### src/rtl/player_if.sv
// Controller <-> player bundle: instruction/strobe inputs and renderer/HUD status outputs.
interface player_if #(
  parameter int COORD_W = 8
);
  logic                   instr_valid;
  logic [15:0]            instruction;
  logic                   move_tick;
  logic [2*COORD_W-1:0]   position;
  logic [7:0]             size;
  logic [7:0]             hp;
  logic [7:0]             atk;
  logic                   is_dead;
  logic                   is_hurt;
  logic                   died;

  modport master (
    output instr_valid, instruction, move_tick,
    input  position, size, hp, atk, is_dead, is_hurt, died
  );

  modport slave (
    input  instr_valid, instruction, move_tick,
    output position, size, hp, atk, is_dead, is_hurt, died
  );
endinterface

### src/rtl/player_unit.sv
// Arena player entity: decodes game instructions, tracks HP/ATK/life state and
// steps position on move_tick with clamping to the arena bounds.
module player_unit #(
  parameter int COORD_W  = 8,
  parameter int ARENA_W  = 200,
  parameter int ARENA_H  = 200,
  parameter int SIZE     = 10,
  parameter int SPEED    = 4,
  parameter int HP_MAX   = 100,
  parameter int ATK_INIT = 10,
  parameter int X_INIT   = 14,
  parameter int Y_INIT   = 14,
  parameter int IFRAMES  = 8
) (
  input  logic     clk,
  input  logic     rst,
  player_if.slave  bus
);
  typedef enum logic [1:0] {ALIVE, HURT, DEAD} state_t;

  localparam logic [3:0] OP_HEAL    = 4'd1;
  localparam logic [3:0] OP_DAMAGE  = 4'd2;
  localparam logic [3:0] OP_ATK_ADD = 4'd3;
  localparam logic [3:0] OP_ATK_SET = 4'd4;
  localparam logic [3:0] OP_MOVE    = 4'd5;
  localparam logic [3:0] OP_HP_SET  = 4'd6;
  localparam logic [3:0] OP_REVIVE  = 4'd7;

  localparam int CW1 = COORD_W + 1;
  localparam logic [CW1-1:0] MIN_C = CW1'(SIZE / 2);
  localparam logic [CW1-1:0] MAX_X = CW1'(ARENA_W - SIZE / 2);
  localparam logic [CW1-1:0] MAX_Y = CW1'(ARENA_H - SIZE / 2);
  localparam logic [CW1-1:0] STEP  = CW1'(SPEED);
  localparam logic [7:0]     HP_TOP = 8'(HP_MAX);
  localparam logic [7:0]     IFR    = 8'(IFRAMES);

  state_t               state, state_nxt;
  logic [COORD_W-1:0]   x, y, x_nxt, y_nxt;
  logic [7:0]           hp, hp_nxt, atk, atk_nxt, ifr_cnt, ifr_nxt;
  logic [1:0]           dir, dir_nxt;
  logic                 pend, pend_nxt;
  logic                 died_q, died_nxt;
  logic [3:0]           opc;
  logic [7:0]           op;
  logic                 unused_bits;

  assign opc         = bus.instr_valid ? bus.instruction[15:12] : 4'd0;
  assign op          = bus.instruction[11:4];
  assign unused_bits = ^bus.instruction[3:0];

  function automatic logic [7:0] sat_add(input logic [7:0] a, input logic [7:0] b,
                                         input logic [7:0] lim);
    logic [8:0] s;
    s = {1'b0, a} + {1'b0, b};
    return (s > {1'b0, lim}) ? lim : s[7:0];
  endfunction

  function automatic logic [7:0] sat_sub(input logic [7:0] a, input logic [7:0] b);
    return (b >= a) ? 8'd0 : a - b;
  endfunction

  // Compare before subtracting so the coordinate never underflows.
  function automatic logic [COORD_W-1:0] step_dec(input logic [COORD_W-1:0] c);
    logic [CW1-1:0] w;
    w = {1'b0, c};
    if (w < MIN_C + STEP) w = MIN_C;
    else                  w = w - STEP;
    return w[COORD_W-1:0];
  endfunction

  function automatic logic [COORD_W-1:0] step_inc(input logic [COORD_W-1:0] c,
                                                  input logic [CW1-1:0] hi);
    logic [CW1-1:0] w;
    w = {1'b0, c} + STEP;
    if (w > hi) w = hi;
    return w[COORD_W-1:0];
  endfunction

  always_comb begin
    state_nxt = state;
    x_nxt     = x;
    y_nxt     = y;
    hp_nxt    = hp;
    atk_nxt   = atk;
    ifr_nxt   = ifr_cnt;
    dir_nxt   = dir;
    pend_nxt  = pend;
    if (state == DEAD) begin
      pend_nxt = 1'b0;
      if (opc == OP_REVIVE) begin
        hp_nxt    = HP_TOP;
        state_nxt = ALIVE;
        ifr_nxt   = 8'd0;
      end
    end else begin
      case (opc)
        OP_HEAL:    hp_nxt = sat_add(hp, op, HP_TOP);
        OP_DAMAGE:
          if (state == ALIVE && op != 8'd0) begin
            hp_nxt = sat_sub(hp, op);
            if (hp_nxt == 8'd0) begin
              state_nxt = DEAD;
            end else if (IFRAMES != 0) begin
              state_nxt = HURT;
              ifr_nxt   = IFR;
            end
          end
        OP_ATK_ADD: atk_nxt = sat_add(atk, op, 8'hFF);
        OP_ATK_SET: atk_nxt = op;
        OP_MOVE: begin
          dir_nxt  = op[1:0];
          pend_nxt = 1'b1;
        end
        OP_HP_SET: begin
          hp_nxt = (op > HP_TOP) ? HP_TOP : op;
          if (op == 8'd0) state_nxt = DEAD;
        end
        OP_REVIVE:  hp_nxt = HP_TOP;
        default: ;
      endcase
      if (state == HURT && state_nxt == HURT && bus.move_tick) begin
        if (ifr_cnt <= 8'd1) begin
          state_nxt = ALIVE;
          ifr_nxt   = 8'd0;
        end else begin
          ifr_nxt = ifr_cnt - 8'd1;
        end
      end
      if (state_nxt == DEAD) ifr_nxt = 8'd0;
      // A MOVE arriving with the tick is already visible through dir_nxt/pend_nxt.
      if (bus.move_tick && pend_nxt) begin
        pend_nxt = 1'b0;
        case (dir_nxt)
          2'd0:    x_nxt = step_dec(x);
          2'd1:    y_nxt = step_dec(y);
          2'd2:    x_nxt = step_inc(x, MAX_X);
          default: y_nxt = step_inc(y, MAX_Y);
        endcase
      end
    end
    died_nxt = (state_nxt == DEAD) && (state != DEAD);
  end

  always_ff @(posedge clk or posedge rst) begin
    if (rst) begin
      state   <= ALIVE;
      x       <= COORD_W'(X_INIT);
      y       <= COORD_W'(Y_INIT);
      hp      <= HP_TOP;
      atk     <= 8'(ATK_INIT);
      ifr_cnt <= 8'd0;
      dir     <= 2'd0;
      pend    <= 1'b0;
      died_q  <= 1'b0;
    end else begin
      state   <= state_nxt;
      x       <= x_nxt;
      y       <= y_nxt;
      hp      <= hp_nxt;
      atk     <= atk_nxt;
      ifr_cnt <= ifr_nxt;
      dir     <= dir_nxt;
      pend    <= pend_nxt;
      died_q  <= died_nxt;
    end
  end

  assign bus.position = {x, y};
  assign bus.size     = 8'(SIZE);
  assign bus.hp       = hp;
  assign bus.atk      = atk;
  assign bus.is_dead  = (state == DEAD);
  assign bus.is_hurt  = (state == HURT);
  assign bus.died     = died_q;
endmodule
### src/flat_wrapper.sv
// flat-port wrapper written by rule: the top's interface ports become plain ports
module player_unit_flat 
#(
  parameter int COORD_W  = 8,
  parameter int ARENA_W  = 200,
  parameter int ARENA_H  = 200,
  parameter int SIZE     = 10,
  parameter int SPEED    = 4,
  parameter int HP_MAX   = 100,
  parameter int ATK_INIT = 10,
  parameter int X_INIT   = 14,
  parameter int Y_INIT   = 14,
  parameter int IFRAMES  = 8
)
  (clk, rst, bus_instr_valid, bus_instruction, bus_move_tick, bus_position, bus_size, bus_hp, bus_atk, bus_is_dead, bus_is_hurt, bus_died);
  player_if #(.COORD_W(COORD_W)) bus_i ();
  input  logic clk;
  input  logic rst;
  input wire logic [$bits(bus_i.instr_valid)-1:0] bus_instr_valid;
  input wire logic [$bits(bus_i.instruction)-1:0] bus_instruction;
  input wire logic [$bits(bus_i.move_tick)-1:0] bus_move_tick;
  output wire logic [$bits(bus_i.position)-1:0] bus_position;
  output wire logic [$bits(bus_i.size)-1:0] bus_size;
  output wire logic [$bits(bus_i.hp)-1:0] bus_hp;
  output wire logic [$bits(bus_i.atk)-1:0] bus_atk;
  output wire logic [$bits(bus_i.is_dead)-1:0] bus_is_dead;
  output wire logic [$bits(bus_i.is_hurt)-1:0] bus_is_hurt;
  output wire logic [$bits(bus_i.died)-1:0] bus_died;
  assign bus_i.instr_valid = bus_instr_valid;
  assign bus_i.instruction = bus_instruction;
  assign bus_i.move_tick = bus_move_tick;
  assign bus_position = bus_i.position;
  assign bus_size = bus_i.size;
  assign bus_hp = bus_i.hp;
  assign bus_atk = bus_i.atk;
  assign bus_is_dead = bus_i.is_dead;
  assign bus_is_hurt = bus_i.is_hurt;
  assign bus_died = bus_i.died;
  player_unit #(.COORD_W(COORD_W), .ARENA_W(ARENA_W), .ARENA_H(ARENA_H), .SIZE(SIZE), .SPEED(SPEED), .HP_MAX(HP_MAX), .ATK_INIT(ATK_INIT), .X_INIT(X_INIT), .Y_INIT(Y_INIT), .IFRAMES(IFRAMES)) u_core (.clk(clk), .rst(rst), .bus(bus_i));
endmodule
### config.mk
export PLATFORM = sky130hd
export DESIGN_NAME = player_unit_flat
export DESIGN_NICKNAME = d
export VERILOG_FILES = /design/src/rtl/player_if.sv /design/src/rtl/player_unit.sv /design/src/flat_wrapper.sv
export SDC_FILE = /design/constraint.sdc
export NUM_CORES = 1
export LEC_CHECK = 0
export ABC_AREA = 1
export CAP_MARGIN = 20
export CORE_MARGIN = 1.5
export CORE_UTILIZATION = 57
export CTS_BUF_LIST = sky130_fd_sc_hd__clkbuf_8
export DETAILED_ROUTE_END_ITERATION = 6
export GPL_TIMING_DRIVEN = 0
export PLACE_DENSITY = 0.94
export SYNTH_ARGS = -nofsm -noshare
export SYNTH_HDL_FRONTEND = slang
export SYNTH_SLANG_ARGS = --single-unit
### constraint.sdc
create_clock -name clk -period 3.1 [get_ports clk]
set_clock_uncertainty 0.2 [all_clocks]
set_input_delay 0.31 -clock clk [delete_from_list [all_inputs] [get_ports clk]]
set_output_delay 0.31 -clock clk [all_outputs]
set_load 0.05 [all_outputs]
==> metrics <==
CP Data Required Time roughly 3.1 ns; final setup fails 0; Arr. time, crit path 2.90 ns; most frequent cell after synthesis nand2_1; FMAX approximately 350 MHz; DR WL met2 5390 µm; peak supply drop between 0.0004 and 0.0005 V; WS Path Type flip-flop to flip-flop; Top Layer Used met4; initial antenna violation count 0; Synth Area in Compound Gates 0.128; Root Buffer clkbuf_8; Remaining Overflow, GRT 0; # port buffers 50; fraction of registers with async set/reset 1.00; P_int 2120 µW; Gate power share 0.662; crit path launch type flip-flop; CP max FO 6; Final Max Slew Viols 0; DRT iter0 DRCs 590; min Tclk post-route 2.90 ns; Mapped Cells ~640; Top FF cell, synth dfrtp_1; RR Endpoint u_core.bus.atk[5]$_DFFE_PP0P_; Clk pwr share 0.102; Starting Density 0.593; biggest cell delay along the critical path between 0.4 and 0.5 ns; Nets approximately 760; share of post-route cells with drive strength above 1 0.110; HP Class primary input to async pin; failing checks design-rule violations; sequential-to-total area share from yosys stat 0.269; syn avg cell area 6.78 µm²; synth warn 0; Yosys reg bits 46; final WL 11,600 µm; R2R Setup Slk 0.20 ns; Top Ports 63; DP HPWL 8910 µm; Synth top area share 0.202; slowest cell on the critical path dfrtp_1; launch point of the worst reg-to-reg path u_core.bus.atk[0]$_DFFE_PP0P_; Routed wire per std cell 14.4 µm; clock latency at the later pin of the worst-skew pair 0.31 ns; Via-to-Cell Ratio roughly 5.7; area delta synth->final 19.2%; Final Hold Viols 0; Layout Cells excl Fill 802; Final Cell Area approximately 0.0052 mm²; post-synthesis adder-cell area fraction 0.112; placed insts approximately 800; post-route ant nets 0; pin count of the biggest net entering global routing 40; status finished, violations left; Num Clock Sinks 46; buffer depth of the longest clock path 2; largest family of logic cells by synthesized area simple AND/OR/NAND/NOR gates; vias in the first global route between 4,000 and 5,000; drt first pass iters 7; CTS buffer count 5; Worst-path clk slew ~0.09 ns; total track usage 0.282; drt drc 4; Yosys top cell by area dfrtp_1; Vias 4,606; Die X 90.1 µm; H-tree levels 2; Cell Area, Synth 0.00433 mm²; Top cell by count, worst path nand3_1; Simple-Gate Fraction of Synth Area 0.335; Slew headroom 0.565; Worst-Margin Slew around 0.65 ns; CTS tree done; Pleak 0.00272 µW; XOR/XNOR share of the synthesized area 0.0547; Synth top cells by count nand2_1 (158), inv_1 (78), nor2_1 (72); core area 0.00729 mm²; Final Worst Setup Slack 0.202 ns; Switch Pwr 2460 µW; first-pass GRT wire length 19,300 µm; Distinct cells, synth 42; dominant cells by area after synthesis dfrtp_1 (20%), nand2_1 (14%), ha_1 (9.8%), inv_1 (6.8%), dfstp_2 (6.7%); Setup WS pre-CTS -0.537 ns; row cnt 31; Sw Share 0.537; critical path capture point type flip-flop; Antenna Cells 0; PwrDens approximately 900 mW/mm²; Setup TNS 0 ns; worst-path cell chain ha_1 > fa_1 > nand3_1 > nand3_1 > a21oi_1 > o21ai_0 > a21oi_1 > nor2_1 > nor3_2 > o21ai_0 > nand3_1 > nand2_1; Placer Congestion 0.952; power share of the sequential group 0.236; period utilization 0.935; max cap viols 0; worst r2r path cells 12; die area 0.00812 mm²; mux cell area share after synthesis 0; number of synthesized flops with an enable pin 0; hold bufs inserted after CTS 0; Die Y between 90 and 100 µm; met3 wire len 883 µm; Post-Place Cell Area 0.00499 mm²; Metal-1 WL 4960 µm
==> worst max path at each step <==
stage,from,to,depth (start not counted),slack (ns)
2_1_floorplan,u_core.bus.atk[0]$_DFFE_PP0P_,u_core.bus.atk[5]$_DFFE_PP0P_,12,0.30
3_3_place_gp,bus_instruction[4],u_core.bus.atk[5]$_DFFE_PP0P_,13,-0.39
3_5_place_dp,bus_instruction[4],u_core.bus.atk[5]$_DFFE_PP0P_,13,-0.54
4_1_cts,bus_instruction[6],u_core.ifr_cnt[0]$_DFFE_PP0P_,19,0.06
5_1_grt,u_core.bus.hp[0]$_DFFE_PP0P_,u_core.ifr_cnt[4]$_DFFE_PP0P_,18,-0.003
6_report,u_core.bus.atk[0]$_DFFE_PP0P_,u_core.bus.atk[5]$_DFFE_PP0P_,12,0.20
==> power groups by stage <==
stage               clock network (µW)  logic, µW  registers, µW
finish                             470       3030           1080
global route                       489       3320           1110
CTS                                465       2970           1070
detailed placement                   0       2950           1080
global placement                     0       2840           1070
floorplan                            0       1740           1520
==> critical path, delay by kind of cell (launching register included) <==
kind / cells / cell delay [ns]
simple gates: 6 / 0.85
compound gates: 4 / 0.65
fa+ha+maj: 2 / 0.66
flops: 1 / 0.43
==> layout by cell type (no fill, tap or decap), types with 3 or more instances in the layout <==
master           count
nand4_1              9
nor3_1               8
nand3_1             46
nand2_1            158
clkdlybuf4s50_1     41
o21ai_1              6
buf_4               11
nor4_1               4
ha_1                32
o21bai_1             3
nand2_2              6
inv_1               77
xor2_1              21
inv_2                5
o21ai_0             35
a21oi_1             35
nor2_2               9
xnor2_1              6
nand2_4              4
dfrtp_1             35
dlymetal6s2s_1       7
nor2_1              69
nand3_2              5
conb_1               8
buf_2                3
clkbuf_1             3
clkbuf_8             5
dfstp_2             11
a22oi_1              7
o21ai_2              3
==> state kept, by name, summed over array words and instances (netlist names) <==
register,flops
u_core.bus.atk,8
u_core.bus.hp,8
u_core.ifr_cnt,8
u_core.x,8
u_core.y,8
u_core.dir,2
u_core.state,2
u_core.bus.died,1
u_core.pend,1
==> timing repair <==
action,4_1_cts,5_1_grt
buffers inserted,0,0
gates resized for setup,3,17
endpoints found under the setup margin,14,17
hold endpoints to repair,0,0
==> cell type report <==
class / count / area, µm²
Multi-Input combinational cell: 498 / 2790
Fill cell: 612 / 2140
Sequential cell: 46 / 1160
Timing Repair Buffer: 51 / 537
Inverter: 82 / 308
Tap cell: 99 / 124
Buffer: 18 / 120
Clock buffer: 5 / 68.8
Clock inverter: 3 / 43.8
==> metrics by stage <==
step                power [µW]  utilization  hold WS (ns)
CTS                       4510        0.700        0.0300
floorplan                 3260            -         0.183
global placement          3910        0.682         0.261
detailed placement        4030        0.685         0.289
global route              4920        0.707        0.0425
finish                    4590        0.707        0.0178
==> metal layers <==
| metal | up-vias | global-route usage |
|---|---|---|
| met5 | - | 0 |
| met4 | 0 | 0.0873 |
| met3 | 37 | 0.0364 |
| met2 | 251 | 0.475 |
| met1 | 2134 | 0.376 |
| li1 | 2184 | - |
==> logic make-up (layout without fill, tap and decap cells) <==
logic type                 after synthesis  after routing
and+or+nand+nor                        327            327
buffers and inverters                  100            159
AOI/OAI and AO/OA                       99             99
DFF                                     46             46
adders and majority gates               37             37
xor gates and xnor gates                27             27
other                                    2              8
Note: power is estimated with default switching activity, not from simulation.
